[config.mk]
export PLATFORM = sky130hd
export DESIGN_NAME = inst_mem_sync_flat
export DESIGN_NICKNAME = d
export VERILOG_FILES = /design/src/rtl/inst_mem_pkg.sv /design/src/rtl/inst_mem_sync_if.sv /design/src/rtl/inst_mem_array.sv /design/src/rtl/inst_mem_sync.sv /design/src/flat_wrapper.sv
export SDC_FILE = /design/constraint.sdc
export NUM_CORES = 2
export LEC_CHECK = 0
export BUFFER_PORTS_ARGS = -buffer_cell sky130_fd_sc_hd__clkbuf_2
export CAP_MARGIN = 10
export CORE_UTILIZATION = 45
export CTS_CLUSTER_SIZE = 20
export DETAILED_ROUTE_END_ITERATION = 10
export PLACE_DENSITY = 0.71
export SLEW_MARGIN = 0
export SYNTH_ARGS = -nofsm -noshare
export SYNTH_HDL_FRONTEND = slang
export SYNTH_SLANG_ARGS = --single-unit
[constraint.sdc]
create_clock -name clk -period 5.44 [get_ports clk]
set_clock_uncertainty 0.2 [all_clocks]
set_input_delay 0.272 -clock clk [delete_from_list [all_inputs] [get_ports clk]]
set_output_delay 0.272 -clock clk [all_outputs]
set_load 0.03 [all_outputs]
[src/rtl/inst_mem_pkg.sv]
// inst_mem_sync shared types and constants
// fault codes, fetch FSM encoding, default NOP
package inst_mem_pkg;

  localparam logic [1:0] FC_NONE     = 2'b00;
  localparam logic [1:0] FC_MISALIGN = 2'b01;
  localparam logic [1:0] FC_RANGE    = 2'b10;
  localparam logic [1:0] FC_PARITY   = 2'b11;

  typedef enum logic {
    EMPTY = 1'b0,
    VALID = 1'b1
  } state_t;

  localparam logic [31:0] NOP_DEFAULT = 32'h0000_0000;

endpackage

[src/rtl/inst_mem_sync_if.sv]
// inst_mem_sync fetch + program-load bundle
// master = fetch stage / loader, slave = memory
interface inst_mem_sync_if #(
  parameter int DATA_W     = 32,
  parameter int DEPTH_LOG2 = 6,
  parameter int ADDR_W     = 32,
  parameter int CNT_W      = 16
);

  logic                  fetch_req;
  logic [ADDR_W-1:0]     fetch_addr;
  logic                  fetch_ready;
  logic                  stall;
  logic                  flush;
  logic [DATA_W-1:0]     inst;
  logic                  inst_valid;
  logic                  fault;
  logic [1:0]            fault_code;
  logic                  prog_we;
  logic [DEPTH_LOG2-1:0] prog_addr;
  logic [DATA_W-1:0]     prog_data;
  logic [CNT_W-1:0]      fetch_cnt;

  modport master (
    output fetch_req, fetch_addr, stall, flush,
    output prog_we, prog_addr, prog_data,
    input  fetch_ready, inst, inst_valid,
    input  fault, fault_code, fetch_cnt
  );

  modport slave (
    input  fetch_req, fetch_addr, stall, flush,
    input  prog_we, prog_addr, prog_data,
    output fetch_ready, inst, inst_valid,
    output fault, fault_code, fetch_cnt
  );

endinterface

[src/rtl/inst_mem_array.sv]
// inst_mem_sync storage: 1 write port, registered read
// INST_MEM_PARITY_EN adds an even-parity bit per word
module inst_mem_array #(
  parameter int DATA_W     = 32,
  parameter int DEPTH_LOG2 = 6
) (
  input  logic                  clk,
  input  logic                  we,
  input  logic [DEPTH_LOG2-1:0] waddr,
  input  logic [DATA_W-1:0]     wdata,
  input  logic                  re,
  input  logic [DEPTH_LOG2-1:0] raddr,
  output logic [DATA_W-1:0]     rdata,
  output logic                  perr
);

`ifdef INST_MEM_PARITY_EN
  logic [DATA_W:0] mem [2**DEPTH_LOG2];

  // write word with its parity bit on top
  always_ff @(posedge clk) begin
    if (we) mem[waddr] <= {^wdata, wdata};
  end

  // registered read; odd total parity flags corruption
  always_ff @(posedge clk) begin
    if (re) begin
      rdata <= mem[raddr][DATA_W-1:0];
      perr  <= ^mem[raddr];
    end
  end
`else
  logic [DATA_W-1:0] mem [2**DEPTH_LOG2];

  // write port
  always_ff @(posedge clk) begin
    if (we) mem[waddr] <= wdata;
  end

  // registered read; held while re is low
  always_ff @(posedge clk) begin
    if (re) rdata <= mem[raddr];
  end

  assign perr = 1'b0;
`endif

endmodule

[src/rtl/inst_mem_sync.sv]
// inst_mem_sync: registered fetch memory for IF stage
// optional parity check via INST_MEM_PARITY_EN
module inst_mem_sync
  import inst_mem_pkg::*;
#(
  parameter int              DATA_W     = 32,
  parameter int              DEPTH_LOG2 = 6,
  parameter int              ADDR_W     = 32,
  parameter int              CNT_W      = 16,
  parameter logic [DATA_W-1:0] NOP_WORD =
    DATA_W'(NOP_DEFAULT)
) (
  input logic            clk,
  input logic            rst_n,
  inst_mem_sync_if.slave bus
);

  state_t           state;
  logic             fault_q;
  logic [1:0]       code_q;
  logic [CNT_W-1:0] cnt;
  logic             misal;
  logic             rng;
  logic [1:0]       code_d;
  logic             bad;
  logic             acc;
  logic             live;
  logic             perr;
  logic             perr_hit;
  logic [DATA_W-1:0] rdata;

  assign misal = |bus.fetch_addr[1:0];
  assign rng   = |(bus.fetch_addr >> (DEPTH_LOG2 + 2));

  assign bus.fetch_ready = !bus.stall && !bus.prog_we
                         && rst_n;
  assign acc = bus.fetch_req && bus.fetch_ready
             && !bus.flush;

  // fault decode, misalignment wins over range
  always_comb begin
    code_d = FC_NONE;
    unique case (1'b1)
      misal:          code_d = FC_MISALIGN;
      (!misal && rng): code_d = FC_RANGE;
      default:        code_d = FC_NONE;
    endcase
  end

  assign bad = (code_d != FC_NONE);

  inst_mem_array #(
    .DATA_W     (DATA_W),
    .DEPTH_LOG2 (DEPTH_LOG2)
  ) u_array (
    .clk   (clk),
    .we    (bus.prog_we && rst_n),
    .waddr (bus.prog_addr),
    .wdata (bus.prog_data),
    .re    (acc && !bad),
    .raddr (bus.fetch_addr[DEPTH_LOG2+1:2]),
    .rdata (rdata),
    .perr  (perr)
  );

  // fetch FSM, fault status and saturating counter
  always_ff @(posedge clk or negedge rst_n) begin
    if (!rst_n) begin
      state   <= EMPTY;
      fault_q <= 1'b0;
      code_q  <= FC_NONE;
      cnt     <= '0;
    end else begin
      if (acc && cnt != '1) cnt <= cnt + 1'b1;
      if (bus.flush) begin
        state   <= EMPTY;
        fault_q <= 1'b0;
        code_q  <= FC_NONE;
      end else if (acc) begin
        state   <= VALID;
        fault_q <= bad;
        code_q  <= code_d;
      end else if (!bus.stall) begin
        state   <= EMPTY;
        fault_q <= 1'b0;
        code_q  <= FC_NONE;
      end
    end
  end

  assign live     = (state == VALID);
  assign perr_hit = live && !fault_q && perr;

  assign bus.inst_valid = live;
  assign bus.fault      = fault_q || perr_hit;
  assign bus.fault_code = perr_hit ? FC_PARITY : code_q;
  assign bus.inst       = (live && !fault_q && !perr_hit)
                        ? rdata : NOP_WORD;
  assign bus.fetch_cnt  = cnt;

endmodule

[src/flat_wrapper.sv]
// flat-port wrapper written by rule: the top's interface ports become plain ports
module inst_mem_sync_flat import inst_mem_pkg::*;
#(
  parameter int              DATA_W     = 32,
  parameter int              DEPTH_LOG2 = 6,
  parameter int              ADDR_W     = 32,
  parameter int              CNT_W      = 16,
  parameter logic [DATA_W-1:0] NOP_WORD =
    DATA_W'(NOP_DEFAULT)
)
  (clk, rst_n, bus_fetch_req, bus_fetch_addr, bus_stall, bus_flush, bus_prog_we, bus_prog_addr, bus_prog_data, bus_fetch_ready, bus_inst, bus_inst_valid, bus_fault, bus_fault_code, bus_fetch_cnt);
  inst_mem_sync_if #(.DATA_W(DATA_W), .DEPTH_LOG2(DEPTH_LOG2), .ADDR_W(ADDR_W), .CNT_W(CNT_W)) bus_i ();
  input logic clk;
  input logic rst_n;
  input wire logic [$bits(bus_i.fetch_req)-1:0] bus_fetch_req;
  input wire logic [$bits(bus_i.fetch_addr)-1:0] bus_fetch_addr;
  input wire logic [$bits(bus_i.stall)-1:0] bus_stall;
  input wire logic [$bits(bus_i.flush)-1:0] bus_flush;
  input wire logic [$bits(bus_i.prog_we)-1:0] bus_prog_we;
  input wire logic [$bits(bus_i.prog_addr)-1:0] bus_prog_addr;
  input wire logic [$bits(bus_i.prog_data)-1:0] bus_prog_data;
  output wire logic [$bits(bus_i.fetch_ready)-1:0] bus_fetch_ready;
  output wire logic [$bits(bus_i.inst)-1:0] bus_inst;
  output wire logic [$bits(bus_i.inst_valid)-1:0] bus_inst_valid;
  output wire logic [$bits(bus_i.fault)-1:0] bus_fault;
  output wire logic [$bits(bus_i.fault_code)-1:0] bus_fault_code;
  output wire logic [$bits(bus_i.fetch_cnt)-1:0] bus_fetch_cnt;
  assign bus_i.fetch_req = bus_fetch_req;
  assign bus_i.fetch_addr = bus_fetch_addr;
  assign bus_i.stall = bus_stall;
  assign bus_i.flush = bus_flush;
  assign bus_i.prog_we = bus_prog_we;
  assign bus_i.prog_addr = bus_prog_addr;
  assign bus_i.prog_data = bus_prog_data;
  assign bus_fetch_ready = bus_i.fetch_ready;
  assign bus_inst = bus_i.inst;
  assign bus_inst_valid = bus_i.inst_valid;
  assign bus_fault = bus_i.fault;
  assign bus_fault_code = bus_i.fault_code;
  assign bus_fetch_cnt = bus_i.fetch_cnt;
  inst_mem_sync #(.DATA_W(DATA_W), .DEPTH_LOG2(DEPTH_LOG2), .ADDR_W(ADDR_W), .CNT_W(CNT_W), .NOP_WORD(NOP_WORD)) u_core (.clk(clk), .rst_n(rst_n), .bus(bus_i));
endmodule
Word-level counts from Yosys, hierarchy flattened
Memory sizes are Yosys's and may differ from the RTL's. A register that Yosys moved wholly into a read port is not among the register bits.
Cells that the tools add are included.

operators by class
  shift operators = 0
  reduce and logical (&&, ||, !) cells = 18
  multiplexer cells = 12
  equal/unequal tests = 2
  $lt $le $gt $ge = 0
  div/mod/pow operators = 0
  bitwise logic cells = 0
  multipliers = 0
  $add $sub $neg = 1

operators by type and width
  operator                 number
  $mux W32                 1
  $reduce_or A24 Y1        1
  $add A16 B1 Y16 const B  1
  $ne A16 B16 Y1 const B   1
  $logic_and A1 B1 Y1      9
  $mux W1                  7
  $logic_not A1 Y1         6
  $mux W2                  3
  $pmux W2 S2              1
  $ne A3 B1 Y1 const B     1
  $reduce_bool A2 Y1       1
  $reduce_or A2 Y1         1

word-level totals
  bits in read-only memories = 0
  output and inout port bits = 53
  register bits = 20
  memory bits (writable) = 2048
  latch bits = 0
  memories kept = 1
  word-level logic and storage cells = 38

memory list
  name                depth  width  rd ports  clocked after memory_dff  write ports  RTL line              text
  u_core.u_array.mem  64     32     1         1                         1            inst_mem_array.sv:33  logic [DATA_W-1:0] mem [2**DEPTH_LOG2];

Longest topological paths before layout
  depth after elaboration = 7
  mapped depth = 10
  gate-level depth less buffers = 5

Cells and area by module
From an unflattened synthesis, not the netlist that was laid out.

second synthesis, totals
  cells, all modules = 3464
  area, all modules = 80146.9 um2

by module, submodules not included
  module          seq. area each (um2)  area an instance (um2)  cells each  times used
  inst_mem_array  62459.9               78846.9                 3326        1
  inst_mem_sync   500.5                 1300.0                  138         1

Least setup slack after synthesis
No wires, ideal clock.

  path type = input to register
  start = in bus_prog_we
  end = reg u_core.u_array.rdata[0] (read register of u_core.u_array.mem) (enable)
  path buffers = 0
  arrival = 3.159 ns
  stages on the path = 4
  required time = 4.815 ns
  setup slack = 1.657 ns
  path through = nor3b_1 -> nand3b_1 -> nor3_1 -> nor2b_1

on the way
  cells in the longest elaborated chain, start to end = 6

ends and longest elaborated chain
  what                         RTL line              text
  from (decl)                  flat_wrapper.sv:19    input wire logic [$bits(bus_i.prog_we)-1:0] bus_prog_we;
  $logic_not A1 Y1             inst_mem_sync.sv:35   assign bus.fetch_ready = !bus.stall && !bus.prog_we
  $logic_and A1 B1 Y1          inst_mem_sync.sv:35
  $logic_and A1 B1 Y1          inst_mem_sync.sv:36   && rst_n;
  $logic_and A1 B1 Y1          inst_mem_sync.sv:37   assign acc = bus.fetch_req && bus.fetch_ready
  $logic_and A1 B1 Y1          inst_mem_sync.sv:38   && !bus.flush;
  $logic_and A1 B1 Y1          inst_mem_sync.sv:60   .re (acc && !bad),
  named net u_core.u_array.re  inst_mem_array.sv:11  input logic re,
  to (decl)                    inst_mem_array.sv:13  output logic [DATA_W-1:0] rdata,

The timed path passes the listed nets, and every way through them passes these cells.
A chain may end at the register's enable or synchronous reset.

Final worst setup path
  start = in bus_fetch_addr[18]
  end = reg u_core.u_array.rdata[4] (read register of u_core.u_array.mem) (enable)

on the way
  cells in the longest elaborated chain, start to end = 6

ends and longest elaborated chain
  what                         RTL line              text
  from (decl)                  flat_wrapper.sv:16    input wire logic [$bits(bus_i.fetch_addr)-1:0] bus_fetch_addr;
  $reduce_or A24 Y1            inst_mem_sync.sv:33   assign rng = |(bus.fetch_addr >> (DEPTH_LOG2 + 2));
  $logic_and A1 B1 Y1          inst_mem_sync.sv:45   (!misal && rng): code_d = FC_RANGE;
  $pmux W2 S2                  inst_mem_sync.sv:43   unique case (1'b1)
  $reduce_bool A2 Y1           inst_mem_sync.sv:50   assign bad = (code_d != FC_NONE);
  $logic_not A1 Y1             inst_mem_sync.sv:60
  $logic_and A1 B1 Y1          inst_mem_sync.sv:60
  named net u_core.u_array.re  inst_mem_array.sv:11

The timed path passes the listed nets, and every way through them passes these cells.

==> out/metrics.yaml <==
power:
  irDropWorstVdd_mv: 0.241
  power.density_nw_per_um2: 357
  p_leak_nw: 28.4
timing:
  fmax_mhz: 295
  fin_tns_setup_ns: 0
  rsz0062_at_grt: "no"
  finalCriticalPeriod_ns: 3.39
  slew_headroom_pct: 15.4
  worst_pin_slew_ns: 1.26
  hold_viol: 0
  timing.final.max_slew_violations: 0
  setup_viol: 0
  fin_crit_sh_pct: 62.4
  fin_ws_ns: 2.05
synthesis:
  yosysUniqueCellTypes: 53
  yosys_register_bits: 2100
  synth_area_um2: 80000
  avgSynthCellArea_um2: 22.8
  synth-async-reset-ratio_pct: 0.952
  yosys-top-cells-area: "edfxtp_1 (78%), mux4_2 (14%), mux2i_1 (1.3%)"
  netlist.area_leader.share_pct: 78.1
  synth_edf_count: 2080
  yosysMostFrequentCell: "edfxtp_1"
  postSynthCellCount: 3506
  syn_nets: 3583
  synth_commonest_cells: "edfxtp_1 (2080), mux4_2 (496), o22ai_1 (137)"
  synth.largest_area_cell: "edfxtp_1"
  ys_warn_count: 0
  ys.flop_type: "edfxtp_1"
  ys_seq_area_share_pct: 78.7
floorplanning:
  ioPinCount: 129
  core_um2: 176000
  num_rows: 154
  fp.dieArea_um2: 179000
  fp.dieW_um: 424
  die_y_um: 424
  initial_utilization_pct: 45.4
global_route:
  grt_pass1_wl_mm: 293
  grt_max_degree: 95
  grt_pass1_vias: 38300
  gr-total-overflow: 0
  gr-usage-all-layers_pct: 23.2
  antenna_found_initial: 21
clock_tree:
  worstSkewPairLatency_ns: 0.84
  cts_setup_buffers: 0
  tritoncts: "done"
  clk_pin_slew_worst_paths_ns: 0.07
  cts.path.max_buffers: 3
  ctsResizeCount: 0
  clock-root-buffer: "clkbuf_16"
  cts-htree-levels: 4
  clock-sinks: 2100
  cts_buffers: 193
cells_and_area:
  fin_nets: 3932
  seq_area_um2: 63000
  layout-drive-gt1-share_pct: 28.9
  n_fill_cell: 13200
  syn2layout_area_growth_pct: 13.8
  multi_input_area_um2: 16600
critical_path:
  cp_max_fo: 22
  required_ns: 5.74
  crit_path_end_kind: "register"
  path_class: "in2reg"
  start_kind: "input port"
  arrival_ns: 3.69
routing:
  vias: 39900
  drt-vias-per-instance: 6.26
  wl_per_cell_um: 32.8
  wirelength_mm: 209
  drc_errors: 57
  drtIter0Drc: 6313
  antenna_left: 0
  drtPass1Iterations: 9
min_path:
  hp-class: "in2reg"
placement:
  pre_cts_slack_ns: 1.54
  gp_congestion: 0.908
  port_buffers: 128
  dp_hpwl_mm: 125
job:
  drv_cap: 0
status:
  violations: "DRC"
  status: "finished, violations left"
==> stage by stage <==
stage | utilization, % | total power [mW] | hold slack (ns) | instances | area [um^2]
floorplan | - | 19.1 | -0.224 | 3506 | 80000
finish | 51.6 | 32.5 | 0.0000940 | 6376 | 91000
global route | 51.6 | 33.3 | 0.00757 | 6362 | 91000
global placement | 47.9 | 19.9 | 0.109 | 5948 | 84500
detailed placement | 47.9 | 19.9 | 0.118 | 5948 | 84500
CTS | 51.6 | 32.6 | 0.000351 | 6352 | 91000
==> per-layer routing <==
metal  global-route usage, %  part of all wire (%)
met1                    32.4                    38
met5                       0                0.0062
met3                    4.17                    10
met2                    35.7                    47
met4                    10.5                   4.7
==> cells by family (layout without fill, tap and decap cells) <==
kind of cell / count (synthesis) / in the layout / synth area share [%]
multiplexers: 628 / 628 / 15.7
other: 0 / 23 / 0
AO/OA/AOI/OAI: 265 / 265 / 2.25
AND/OR/NAND/NOR: 305 / 305 / 1.94
flip-flops: 2100 / 2100 / 78.7
buffers and inverters: 192 / 699 / 1.27
adder cells (fa/ha/maj): 1 / 1 / 0.0156
XOR/XNOR: 15 / 15 / 0.164
==> state kept, by name (all words and copies together), names as in the netlist <==
register / flops
u_core.bus.inst_valid: 1
u_core.fault_q: 1
u_core.u_array.mem: 2048
u_core.u_array.rdata: 32
u_core.code_q: 2
u_core.bus.fetch_cnt: 16
==> layout make-up <==
class / count / share of cell area, %
antenna: 23 / 0.0632
clock buffer: 240 / 5.57
clock inverter: 113 / 0.943
inverter: 2 / 0.00825
multi-input combinational: 1214 / 18.2
sequential: 2100 / 69.2
tap: 2340 / 3.22
timing repair buffer: 344 / 2.83
==> worst max-delay path, stage by stage <==
cell and delay [ns]:
dlygate4sd3_1 0.53, clkbuf_2 0.10, nor4_1 0.14, dlygate4sd3_1 0.58, nand3_1 0.10, dlygate4sd3_1 0.63
nor2b_4 0.84, buf_4 0.43
==> timing repair <==
| item | in CTS | in global routing |
|---|---|---|
| hold endpoints to repair | 1417 | 0 |
| hold buffers | 51 | 0 |
| endpoints found under the setup margin | 0 | 0 |
==> final timing paths <==
| kind | cells past startpoint | from | slack, ns | to |
|---|---|---|---|---|
| min | 2 | bus_prog_data[23] | 0.00009 | u_core.u_array.mem[10][23]$_DFFE_PP_ |
| min in group asynchronous | 3 | rst_n | 0.66 | u_core.bus.fetch_cnt[1]$_DFFE_PN0P_ |
| max reg2reg | 4 | u_core.u_array.mem[61][31]$_DFFE_PP_ | 2.71 | u_core.u_array.rdata[31]$_DFFE_PP_ |
| max in group asynchronous | 3 | rst_n | 3.82 | u_core.bus.fetch_cnt[11]$_DFFE_PN0P_ |
| max | 8 | bus_fetch_addr[18] | 2.05 | u_core.u_array.rdata[4]$_DFFE_PP_ |
| min reg2reg | 1 | u_core.bus.fetch_cnt[4]$_DFFE_PN0P_ | 0.29 | u_core.bus.fetch_cnt[4]$_DFFE_PN0P_ |
==> layout by cell type (no fill, tap or decap), drive strengths merged, types with 29 or more instances in the layout <==
master	Yosys	routed
and2	38	38
buf	115	189
clkbuf	75	344
clkinv	1	92
dlygate4sd3	0	51
edfxtp	2080	2080
mux2	32	32
mux2i	100	100
mux4	496	496
nand2	42	42
nor2	98	98
nor4	29	29
o22ai	137	137
==> power by group <==
part	internal, mW	switching (mW)
combinational	0.602	1.15
clock	7.05	5.84
sequential	17.9	0.0333
total	25.5	7.03
No activity file was read; power rests on OpenSTA's default activity.
